===== config.mk =====
export PLATFORM = sky130hd
export DESIGN_NAME = mem_stage_flat
export DESIGN_NICKNAME = d
export VERILOG_FILES = /design/src/rtl/mem_stage_pkg.sv /design/src/rtl/mem_stage_if.sv /design/src/rtl/mem_stage_load_align.sv /design/src/rtl/mem_stage.sv /design/src/flat_wrapper.sv
export SDC_FILE = /design/constraint.sdc
export NUM_CORES = 1
export LEC_CHECK = 0
export ABC_CLOCK_PERIOD_IN_PS = 1900
export CAP_MARGIN = 20
export CELL_PAD_IN_SITES_DETAIL_PLACEMENT = 1
export CELL_PAD_IN_SITES_GLOBAL_PLACEMENT = 1
export CORE_AREA = 2 2 150 152
export CTS_CLUSTER_DIAMETER = 60
export CTS_CLUSTER_SIZE = 25
export DETAILED_ROUTE_END_ITERATION = 10
export DIE_AREA = 0 0 152 154
export GPL_TIMING_DRIVEN = 0
export PLACE_DENSITY_LB_ADDON = 0.1
export SYNTH_ARGS = -nofsm -noshare
export SYNTH_HDL_FRONTEND = slang
export SYNTH_HIERARCHICAL = 1
export SYNTH_SLANG_ARGS = --single-unit

===== constraint.sdc =====
create_clock -name clk -period 1.9 [get_ports clk]
set_clock_uncertainty 0.15 [all_clocks]
set_input_delay 0.38 -clock clk [delete_from_list [all_inputs] [get_ports clk]]
set_output_delay 0.38 -clock clk [all_outputs]
set_load 0.02 [all_outputs]

===== src/rtl/mem_stage_pkg.sv =====
// Shared types for the load/store stage: opcodes, FSM states, request bundle.
// Also holds the opcode decoder used by mem_stage.
package mem_stage_pkg;

    localparam logic [5:0] OP_LW  = 6'b100011;
    localparam logic [5:0] OP_LB  = 6'b100000;
    localparam logic [5:0] OP_LBU = 6'b100100;
    localparam logic [5:0] OP_SW  = 6'b101011;
    localparam logic [5:0] OP_SB  = 6'b101000;

    typedef enum logic [1:0] {
        IDLE = 2'd0,
        REQ  = 2'd1,
        DONE = 2'd2
    } state_t;

    typedef struct packed {
        logic isMem;
        logic isLoad;
        logic isWord;
        logic isSigned;
    } decode_t;

    typedef struct packed {
        logic        isLoad;
        logic        isWord;
        logic        isSigned;
        logic [1:0]  lane;
        logic [29:0] wordAddr;
        logic [3:0]  sel;
        logic [31:0] wdata;
        logic [4:0]  rt;
    } memReq_t;

    function automatic decode_t decodeOp(input logic [5:0] op);
        decode_t d;
        d = '0;
        unique case (1'b1)
            (op == OP_LW): d = '{isMem: 1'b1, isLoad: 1'b1,
                                 isWord: 1'b1, isSigned: 1'b0};
            (op == OP_LB): d = '{isMem: 1'b1, isLoad: 1'b1,
                                 isWord: 1'b0, isSigned: 1'b1};
            (op == OP_LBU): d = '{isMem: 1'b1, isLoad: 1'b1,
                                  isWord: 1'b0, isSigned: 1'b0};
            (op == OP_SW): d = '{isMem: 1'b1, isLoad: 1'b0,
                                 isWord: 1'b1, isSigned: 1'b0};
            (op == OP_SB): d = '{isMem: 1'b1, isLoad: 1'b0,
                                 isWord: 1'b0, isSigned: 1'b0};
            default: d = '0;
        endcase
        return d;
    endfunction

endpackage


===== src/rtl/mem_stage_if.sv =====
// Data RAM request/acknowledge bus between the load/store stage and memory.
// The stage is master; the RAM (or its model) is slave.
interface mem_stage_if;

    logic        memCe;
    logic        memWe;
    logic [31:0] memAddr;
    logic [3:0]  memSel;
    logic [31:0] memWdata;
    logic [31:0] memRdata;
    logic        memAck;

    modport master (
        output memCe, memWe, memAddr, memSel, memWdata,
        input  memRdata, memAck
    );

    modport slave (
        input  memCe, memWe, memAddr, memSel, memWdata,
        output memRdata, memAck
    );

endinterface


===== src/rtl/mem_stage_load_align.sv =====
// Load formatting: picks the addressed byte lane (little-endian) and
// sign- or zero-extends it; whole words pass unchanged.
module load_align (
    input  logic [31:0] rdata,
    input  logic [1:0]  lane,
    input  logic        isWord,
    input  logic        isSigned,
    output logic [31:0] data
);

    logic [7:0] laneByte;

    always_comb begin
        laneByte = rdata[{lane, 3'b000} +: 8];
        if (isWord)
            data = rdata;
        else if (isSigned)
            data = {{24{laneByte[7]}}, laneByte};
        else
            data = {24'h0, laneByte};
    end

endmodule


===== src/rtl/mem_stage.sv =====
// Load/store stage: passes ALU results through, runs lw/lb/lbu/sw/sb as a
// req/ack RAM transaction and stalls fetch until it finishes.
module mem_stage
    import mem_stage_pkg::*;
#(
    parameter int ACK_TIMEOUT = 16,
    parameter int TO_W        = 5
) (
    input  logic        clk,
    input  logic        rst,
    input  logic [5:0]  op,
    input  logic [31:0] memAddr_i,
    input  logic [31:0] memWdata_i,
    input  logic        regcWr_i,
    input  logic [4:0]  regcAddr_i,
    input  logic [31:0] regcData_i,
    output logic        regcWr,
    output logic [4:0]  regcAddr,
    output logic [31:0] regcData,
    output logic        stall,
    mem_stage_if.master bus,
    output logic        alignErr,
    output logic        busErr
);

    localparam logic [TO_W-1:0] CNT_LAST = TO_W'(ACK_TIMEOUT - 1);

    state_t          state, stateNext;
    logic [TO_W-1:0] cnt;
    memReq_t         req, reqIn;
    logic [31:0]     rdataQ;
    logic            alignQ, busQ;
    logic            stallRaw;
    logic            misalign;
    logic            timeout;
    decode_t         dec;
    logic [31:0]     loadData;

    assign dec      = decodeOp(op);
    assign misalign = dec.isWord && (memAddr_i[1:0] != 2'b00);
    assign timeout  = (cnt == CNT_LAST);

    always_comb begin
        reqIn          = '0;
        reqIn.isLoad   = dec.isLoad;
        reqIn.isWord   = dec.isWord;
        reqIn.isSigned = dec.isSigned;
        reqIn.lane     = memAddr_i[1:0];
        reqIn.wordAddr = memAddr_i[31:2];
        reqIn.rt       = regcAddr_i;
        if (dec.isWord) begin
            reqIn.sel   = 4'b1111;
            reqIn.wdata = memWdata_i;
        end else begin
            reqIn.sel   = 4'b0001 << memAddr_i[1:0];
            reqIn.wdata = {4{memWdata_i[7:0]}};
        end
    end

    load_align u_align (
        .rdata    (rdataQ),
        .lane     (req.lane),
        .isWord   (req.isWord),
        .isSigned (req.isSigned),
        .data     (loadData)
    );

    always_ff @(posedge clk or negedge rst) begin
        if (!rst) begin
            state  <= IDLE;
            cnt    <= '0;
            req    <= '0;
            rdataQ <= '0;
            alignQ <= 1'b0;
            busQ   <= 1'b0;
        end else begin
            state <= stateNext;
            if (state == IDLE && dec.isMem) begin
                req    <= reqIn;
                alignQ <= misalign;
                busQ   <= 1'b0;
                cnt    <= '0;
            end
            if (state == REQ) begin
                // A late ack still counts even on the timeout cycle.
                if (bus.memAck)
                    rdataQ <= bus.memRdata;
                else if (timeout)
                    busQ <= 1'b1;
                if (cnt != '1)
                    cnt <= cnt + TO_W'(1);
            end
        end
    end

    always_comb begin
        stateNext = state;
        stallRaw  = 1'b0;
        regcWr    = regcWr_i;
        regcAddr  = regcAddr_i;
        regcData  = regcData_i;
        unique case (state)
            IDLE: begin
                if (dec.isMem) begin
                    stallRaw  = 1'b1;
                    regcWr    = 1'b0;
                    stateNext = misalign ? DONE : REQ;
                end
            end
            REQ: begin
                stallRaw = 1'b1;
                regcWr   = 1'b0;
                if (bus.memAck || timeout)
                    stateNext = DONE;
            end
            DONE: begin
                regcWr    = req.isLoad & ~alignQ & ~busQ;
                regcAddr  = req.rt;
                regcData  = loadData;
                stateNext = IDLE;
            end
            default: stateNext = IDLE;
        endcase
    end

    assign stall        = stallRaw & rst;
    assign bus.memCe    = (state == REQ);
    assign bus.memWe    = (state == REQ) & ~req.isLoad;
    assign bus.memAddr  = {req.wordAddr, 2'b00};
    assign bus.memSel   = req.sel;
    assign bus.memWdata = req.wdata;
    assign alignErr     = (state == DONE) & alignQ;
    assign busErr       = (state == DONE) & busQ;

endmodule


===== src/flat_wrapper.sv =====
// flat-port wrapper written by rule: the top's interface ports become plain ports
module mem_stage_flat import mem_stage_pkg::*;
#(
    parameter int ACK_TIMEOUT = 16,
    parameter int TO_W        = 5
)
  (clk, rst, op, memAddr_i, memWdata_i, regcWr_i, regcAddr_i, regcData_i, regcWr, regcAddr, regcData, stall, alignErr, busErr, bus_memCe, bus_memWe, bus_memAddr, bus_memSel, bus_memWdata, bus_memRdata, bus_memAck);
  mem_stage_if bus_i ();
  input  logic clk;
  input  logic rst;
  input  logic [5:0] op;
  input  logic [31:0] memAddr_i;
  input  logic [31:0] memWdata_i;
  input  logic regcWr_i;
  input  logic [4:0] regcAddr_i;
  input  logic [31:0] regcData_i;
  output logic regcWr;
  output logic [4:0] regcAddr;
  output logic [31:0] regcData;
  output logic stall;
  output logic alignErr;
  output logic busErr;
  output wire logic [$bits(bus_i.memCe)-1:0] bus_memCe;
  output wire logic [$bits(bus_i.memWe)-1:0] bus_memWe;
  output wire logic [$bits(bus_i.memAddr)-1:0] bus_memAddr;
  output wire logic [$bits(bus_i.memSel)-1:0] bus_memSel;
  output wire logic [$bits(bus_i.memWdata)-1:0] bus_memWdata;
  input wire logic [$bits(bus_i.memRdata)-1:0] bus_memRdata;
  input wire logic [$bits(bus_i.memAck)-1:0] bus_memAck;
  assign bus_memCe = bus_i.memCe;
  assign bus_memWe = bus_i.memWe;
  assign bus_memAddr = bus_i.memAddr;
  assign bus_memSel = bus_i.memSel;
  assign bus_memWdata = bus_i.memWdata;
  assign bus_i.memRdata = bus_memRdata;
  assign bus_i.memAck = bus_memAck;
  mem_stage #(.ACK_TIMEOUT(ACK_TIMEOUT), .TO_W(TO_W)) u_core (.clk(clk), .rst(rst), .op(op), .memAddr_i(memAddr_i), .memWdata_i(memWdata_i), .regcWr_i(regcWr_i), .regcAddr_i(regcAddr_i), .regcData_i(regcData_i), .regcWr(regcWr), .regcAddr(regcAddr), .regcData(regcData), .stall(stall), .bus(bus_i), .alignErr(alignErr), .busErr(busErr));
endmodule

=== Word level (Yosys, flattened, before mapping) ===
Index checks and enable logic that the tools add are counted.

* Reduce and logical (&&, ||, !) cells: 7
* Add/sub/neg operators: 1
* Eq/ne operators: 11
* Shifts and indexed selects: 2
* Multiplexer cells: 21
* Bitwise operators: 9

{| class="wikitable"
|+ Operator list
! operator !! count
|-
| $mux W32 || 3
|-
| $mux W36 || 1
|-
| $shiftx A32 B6 Y8 || 1
|-
| $eq A6 B6 Y1 const B || 5
|-
| $mux W5 || 4
|-
| $pmux W4 S5 || 1
|-
| $and A1 B1 Y1 || 6
|-
| $mux W1 || 6
|-
| $mux W2 || 3
|-
| $add A5 B1 Y5 const B || 1
|-
| $eq A5 B4 Y1 const B || 1
|-
| $ne A5 B5 Y1 const B || 1
|-
| $ne A2 B1 Y1 const B || 2
|-
| $pmux W2 S2 || 1
|-
| $reduce_and A2 Y1 || 2
|-
| $shl A1 B2 Y4 const A || 1
|-
| $not A1 Y1 || 3
|-
| $pmux W1 S3 || 1
|-
| $eq A2 B1 Y1 const B || 1
|-
| $eq A2 B2 Y1 const B || 1
|-
| $logic_and A1 B1 Y1 || 2
|-
| $logic_not A2 Y1 || 1
|-
| $pmux W1 S2 || 1
|-
| $reduce_bool A2 Y1 || 1
|-
| $logic_or A1 B1 Y1 || 1
|}

* Register bits: 117
* Logic and storage cells: 64

=== Logic depth before layout (Yosys ltp) ===
Gate-level depths: netlist of run 1.

* Word-level depth: 7
* Gate-level depth with buffers: 7

=== By module ===
The synthesis of run 1 kept the hierarchy.

{| class="wikitable"
|+ Modules (own cells, without submodules)
! module !! seq. area each (sq um) !! cells an instance !! instances !! area an instance (sq um)
|-
| mem_stage || 2927.8 || 458 || 1 || 5830.6
|-
| load_align || 0.0 || 104 || 1 || 598.1
|}

=== Worst setup path after synthesis of run 1 ===
Ideal clock, no wire load.

* Path kind: reg-to-output
* Start: register u_core/req[72] (netlist name)
* End: output port regcData[11]
* Path buffers: 2
* Setup slack: -0.253 ns
* Arrival: 1.623 ns
* Cell stages (with the launch flop): 7
* Required time: 1.370 ns
* Cell sequence: dfrtp_1 -> buf_6 -> mux2_4 -> a32oi_4 -> buf_6 -> nand2_1 -> mux2_2

* Cells in the longest elaborated chain, start to end: 4

{| class="wikitable"
|+ Ends and longest elaborated chain
! what !! line !! text
|-
| from (decl) || mem_stage.sv:30 || <nowiki>memReq_t req, reqIn;</nowiki>
|-
| from (signal assigned) || mem_stage.sv:79 || <nowiki>req <= reqIn;</nowiki>
|-
| $shiftx A32 B6 Y8 || mem_stage_load_align.sv:14 || <nowiki>laneByte = rdata[{lane, 3'b000} +: 8];</nowiki>
|-
| $mux W32 || mem_stage_load_align.sv:17 || <nowiki>else if (isSigned)</nowiki>
|-
| $mux W32 || mem_stage_load_align.sv:15 || <nowiki>if (isWord)</nowiki>
|-
| net u_core.loadData[11] || mem_stage.sv:37 || <nowiki>logic [31:0] loadData;</nowiki>
|-
| $mux W32 || mem_stage.sv:102 || <nowiki>unique case (state)</nowiki>
|-
| to (decl) || flat_wrapper.sv:19 || <nowiki>output logic [31:0] regcData;</nowiki>
|}

The timed path passes the listed nets, and every way through them passes these cells.

=== Final worst setup path of run 1 ===
* Start: register u_core/req[72] (netlist name)
* End: output port regcData[7]

Same word-level chain as after synthesis.

==> results by group, run 1 <==
Run status
  • Outcome: finished with violations
  • Violations in the final reports: negative setup slack

Setup path
  • Reg-to-reg critical path startpoint: u_core/state[1]
  • Reg2reg path depth: 8
  • Endpoint of the lowest-slack register-to-register path: u_core/bus.memAddr[30]
  • Critical-path cell with the highest stage delay: dfrtp_1
  • Crit-path cells: buf_6, buf_4, clkbuf_16, nor4bb_1, a221oi_1, nand2_1, mux2_4, clkdlybuf4s15_1
  • Worst reg2reg setup slack: -0.43 ns
  • Crit path max fanout: 5
  • Startpoint type of the worst setup path: flip-flop
  • Data required time of the critical path: around 1.4 ns
  • WS Path Type: flip-flop to output port
  • Delay of the slowest cell on the worst path: 0.38 ns
  • Arrival time at the worst endpoint: 2.36 ns
  • Critical Path Sink Type: output port

Synthesis
  • Avg Cell Area, Syn: 11.4 um2
  • Dominant register cell in the synthesized netlist: dfrtp_1
  • Most used standard cell by instance count after synthesis: mux2_2
  • Share of the synthesized area in the top cell type: 45.5%
  • Post-synth design cell area: 6430 um2
  • Count of unique library cells instantiated by Yosys: 50
  • Proportion of synthesized flip-flops having asynchronous set or reset: 100%
  • Ranking of synthesized cells by instance count: 120 x mux2_2, 117 x dfrtp_1, 72 x buf_4
  • Total number of yosys warnings: 6
  • Synth top area cells: dfrtp_1 46%, mux2_2 21%, buf_4 8.4%, nand2_1 3.3%, a2bb2oi_1 3.3%
  • Seq/Total Area, Yosys: between 40% and 50%
  • Cell type with the highest aggregate area in the netlist: dfrtp_1
  • Count of flip-flops with a built-in enable after synthesis: 0
  • Cells after synthesis: 562
  • Count of state elements after synthesis: 117

Power and ir drop
  • P per Cell Area: 1150 nW/um2
  • Worst IR drop on VDD: 0.000639 V
  • Cell leakage power: 5.48 nW
  • Total chip power: 13.7 mW

Clock tree
  • CTS tree: built
  • Clock-pin slew on the worst setup and hold paths: 0.05 ns
  • Sink Count: 117
  • Clock tree buffer depth: 2
  • Worst-Skew Late Latency: 0.41 ns
  • Number of clock buffers inserted by TritonCTS: 17
  • Depth of the CTS H-tree: 4
  • Library cell used as clock root buffer: clkbuf_16

Global routing
  • Number of antenna violations at the first check in global routing: 0
  • All-Layer GR Usage: 20.7%
  • Pin count of the biggest net entering global routing: 81
  • Leftover overflow at the end of global routing: 0
  • First-pass GRT wire length: 37,600 um
  • Number of global-route vias before repair: 6,521

Finish
  • Post-synthesis to final-layout area growth: 86.3%
  • Nets: 1,065
  • Number of diodes: 0
  • Final core area utilization: between 50% and 60%
  • Fraction of final layout cells sized beyond drive strength 1: 51.4%

STA
  • Worst Tran Pin Value: 0.709 ns
  • Unrepaired setup endpoints after global routing: yes
  • Max-Slew Margin vs Limit: 52.8%
  • Max-slew violation count: 0
  • Min setup slack post-route: -0.987 ns
  • Hold slack final: approximately 0.12 ns
  • Final number of hold-violating endpoints: 0
  • Final-report setup violation count: approximately 150
  • Minimum clock period after layout: 2.89 ns
  • Post-route fraction of the period consumed by the critical path: 152%
  • FMAX: 0.346 GHz

Floorplanning
  • Number of top-level pins: 254
  • Die X: 152 um
  • Core Region: 21,700 um2
  • Number of cell rows: 54
  • Die ar.: 23,400 um2
  • Y dimension of the die: about 150 um
  • Initial Util: between 20 and 30%

Placement
  • HPWL Detailed: 15,900 um
  • Port Buf Inserts: 251
  • Final estimated routing congestion in global placement: 0.773

Hold path
  • Cell count of the worst hold path: 3
  • Class of the tightest hold or removal check: primary input to flip-flop
  • Launch point of the worst hold path: op[2]
  • Worst Hold Endpoint: u_core/req[75]

Flow run
  • Number of max-cap violations: 0

Detailed routing
  • Antenna Nets Post-Route: 0
  • Total wirelength of the detailed-routed design: about 25,000 um
  • Via-per-instance ratio: 4.79
  • First-iteration detailed-routing DRC count: 207
  • Routed length per placed instance: 20.5 um
  • DRT Pass-1 Iters: 4
  • Drt drc: 0
  • Vias: 5,804
## stage by stage
stage	worst slack (ns)	TNS [ns]	std cells	cell area, um2
floorplan	-0.186	-6.04	563	6750
global placement	-4.76	-648.00	1094	9610
detailed placement	-1.27	-107.03	1095	9640
CTS	-0.977	-57.16	1197	11600
global route	-1.06	-66.68	1212	12000
finish	-0.987	-59.11	1212	12000
## layout by cell type, fill, tap and decap left out, types with 6 or more instances in the layout
master             n
clkdlybuf4s50_1  135
dfrtp_1          114
buf_4            103
mux2_4            83
buf_6             82
dlygate4sd2_1     68
mux2_2            46
nand2_1           34
o22ai_1           26
a2bb2oi_2         24
clkbuf_16         20
nand2_2           17
buf_12            15
buf_8             11
clkbuf_1          10
buf_16             7
nand2_4            7
o21ai_1            6
a21oi_1            6
nor2b_1            6
## per-layer routing
| layer | part of all wire [%] | up-vias | track usage [%] |
|---|---|---|---|
| met2 | 51 | 216 | 36.7 |
| met5 | 0 | - | 0 |
| met1 | 40 | 2878 | 23.2 |
| met4 | 2.4 | 0 | 7.17 |
| li1 | - | 2671 | - |
| met3 | 6.6 | 39 | 6.85 |
## power by group
| group | switching (mW) | internal [mW] |
|---|---|---|
| combinational | 2.48 | 3.43 |
| clock | 1.15 | 2.50 |
| sequential | 0.767 | 3.40 |
## worst max-delay path by stage
stage	slack [ns]	startpoint	endpoint	depth (start not counted)
2_1_floorplan	-0.19	u_core/req[72]	regcData[11]	6
3_3_place_gp	-4.76	rst	stall	3
3_5_place_dp	-1.27	op[1]	stall	6
4_1_cts	-0.98	u_core/req[72]	regcData[21]	9
5_1_grt	-1.06	u_core/req[72]	regcData[7]	8
6_report	-0.99	u_core/req[72]	regcData[7]	8
## registers in the layout, summed over array words and instances (netlist names)
register / flops
u_core/bus.memAddr: 30
u_core/cnt: 5
u_core/rdataQ: 32
u_core/busQ: 1
u_core/state: 2
u_core/bus.memWdata: 32
u_core/alignQ: 1
u_core/req: 10
u_core/bus.memSel: 4
## final cells by class
cell class | instances | area, um2
Fill cell | 2215 | 9710
Buffer | 98 | 833
Clock buffer | 24 | 502
Timing Repair Buffer | 343 | 3630
Multi-Input combinational cell | 336 | 3530
Clock inverter | 8 | 168
Tap cell | 280 | 350
Sequential cell | 117 | 2930
Inverter | 6 | 32.5
## worst max-delay path: cells and delay by family (launching register included)
kind | cells | cell delay (ns)
flip-flops | 1 | 0.38
AO/OA/AOI/OAI | 1 | 0.30
multiplexers | 1 | 0.28
AND/OR/NAND/NOR | 2 | 0.28
buffers and inverters | 4 | 0.70
## repair_timing
| item | in CTS | in global routing |
|---|---|---|
| setup endpoints to repair | 224 | 153 |
| gates resized for setup | 501 | 69 |
| pin swaps | 18 | 12 |
| hold endpoints to repair | 37 | 0 |
| setup buffers | 64 | 24 |
| hold buffers | 2 | 0 |
| cloned | 8 | 2 |
## cell families (layout without fill, tap and decap cells)
group | after synthesis | in the layout | share of synthesized area (%)
buf+inv | 110 | 479 | 11.4
mux | 130 | 130 | 23.3
fa+ha+maj | 3 | 3 | 0.584
compound gates | 100 | 100 | 11.4
flops | 117 | 117 | 45.5
other cells | 1 | 2 | 0.0583
simple gates | 101 | 101 | 7.73
No activity file was read; power rests on OpenSTA's default activity.
==> run 2, diff against run 1 <==
--- a/config.mk
+++ b/config.mk
@@ -10,7 +10,7 @@
 export CELL_PAD_IN_SITES_DETAIL_PLACEMENT = 1
 export CELL_PAD_IN_SITES_GLOBAL_PLACEMENT = 1
 export CORE_AREA = 2 2 150 152
-export CTS_CLUSTER_DIAMETER = 60
+export CTS_CLUSTER_DIAMETER = 120
 export CTS_CLUSTER_SIZE = 25
 export DETAILED_ROUTE_END_ITERATION = 10
 export DIE_AREA = 0 0 152 154
==> results of run 2 <==
Final layout, timing and power as in run 1 (identical DEF).
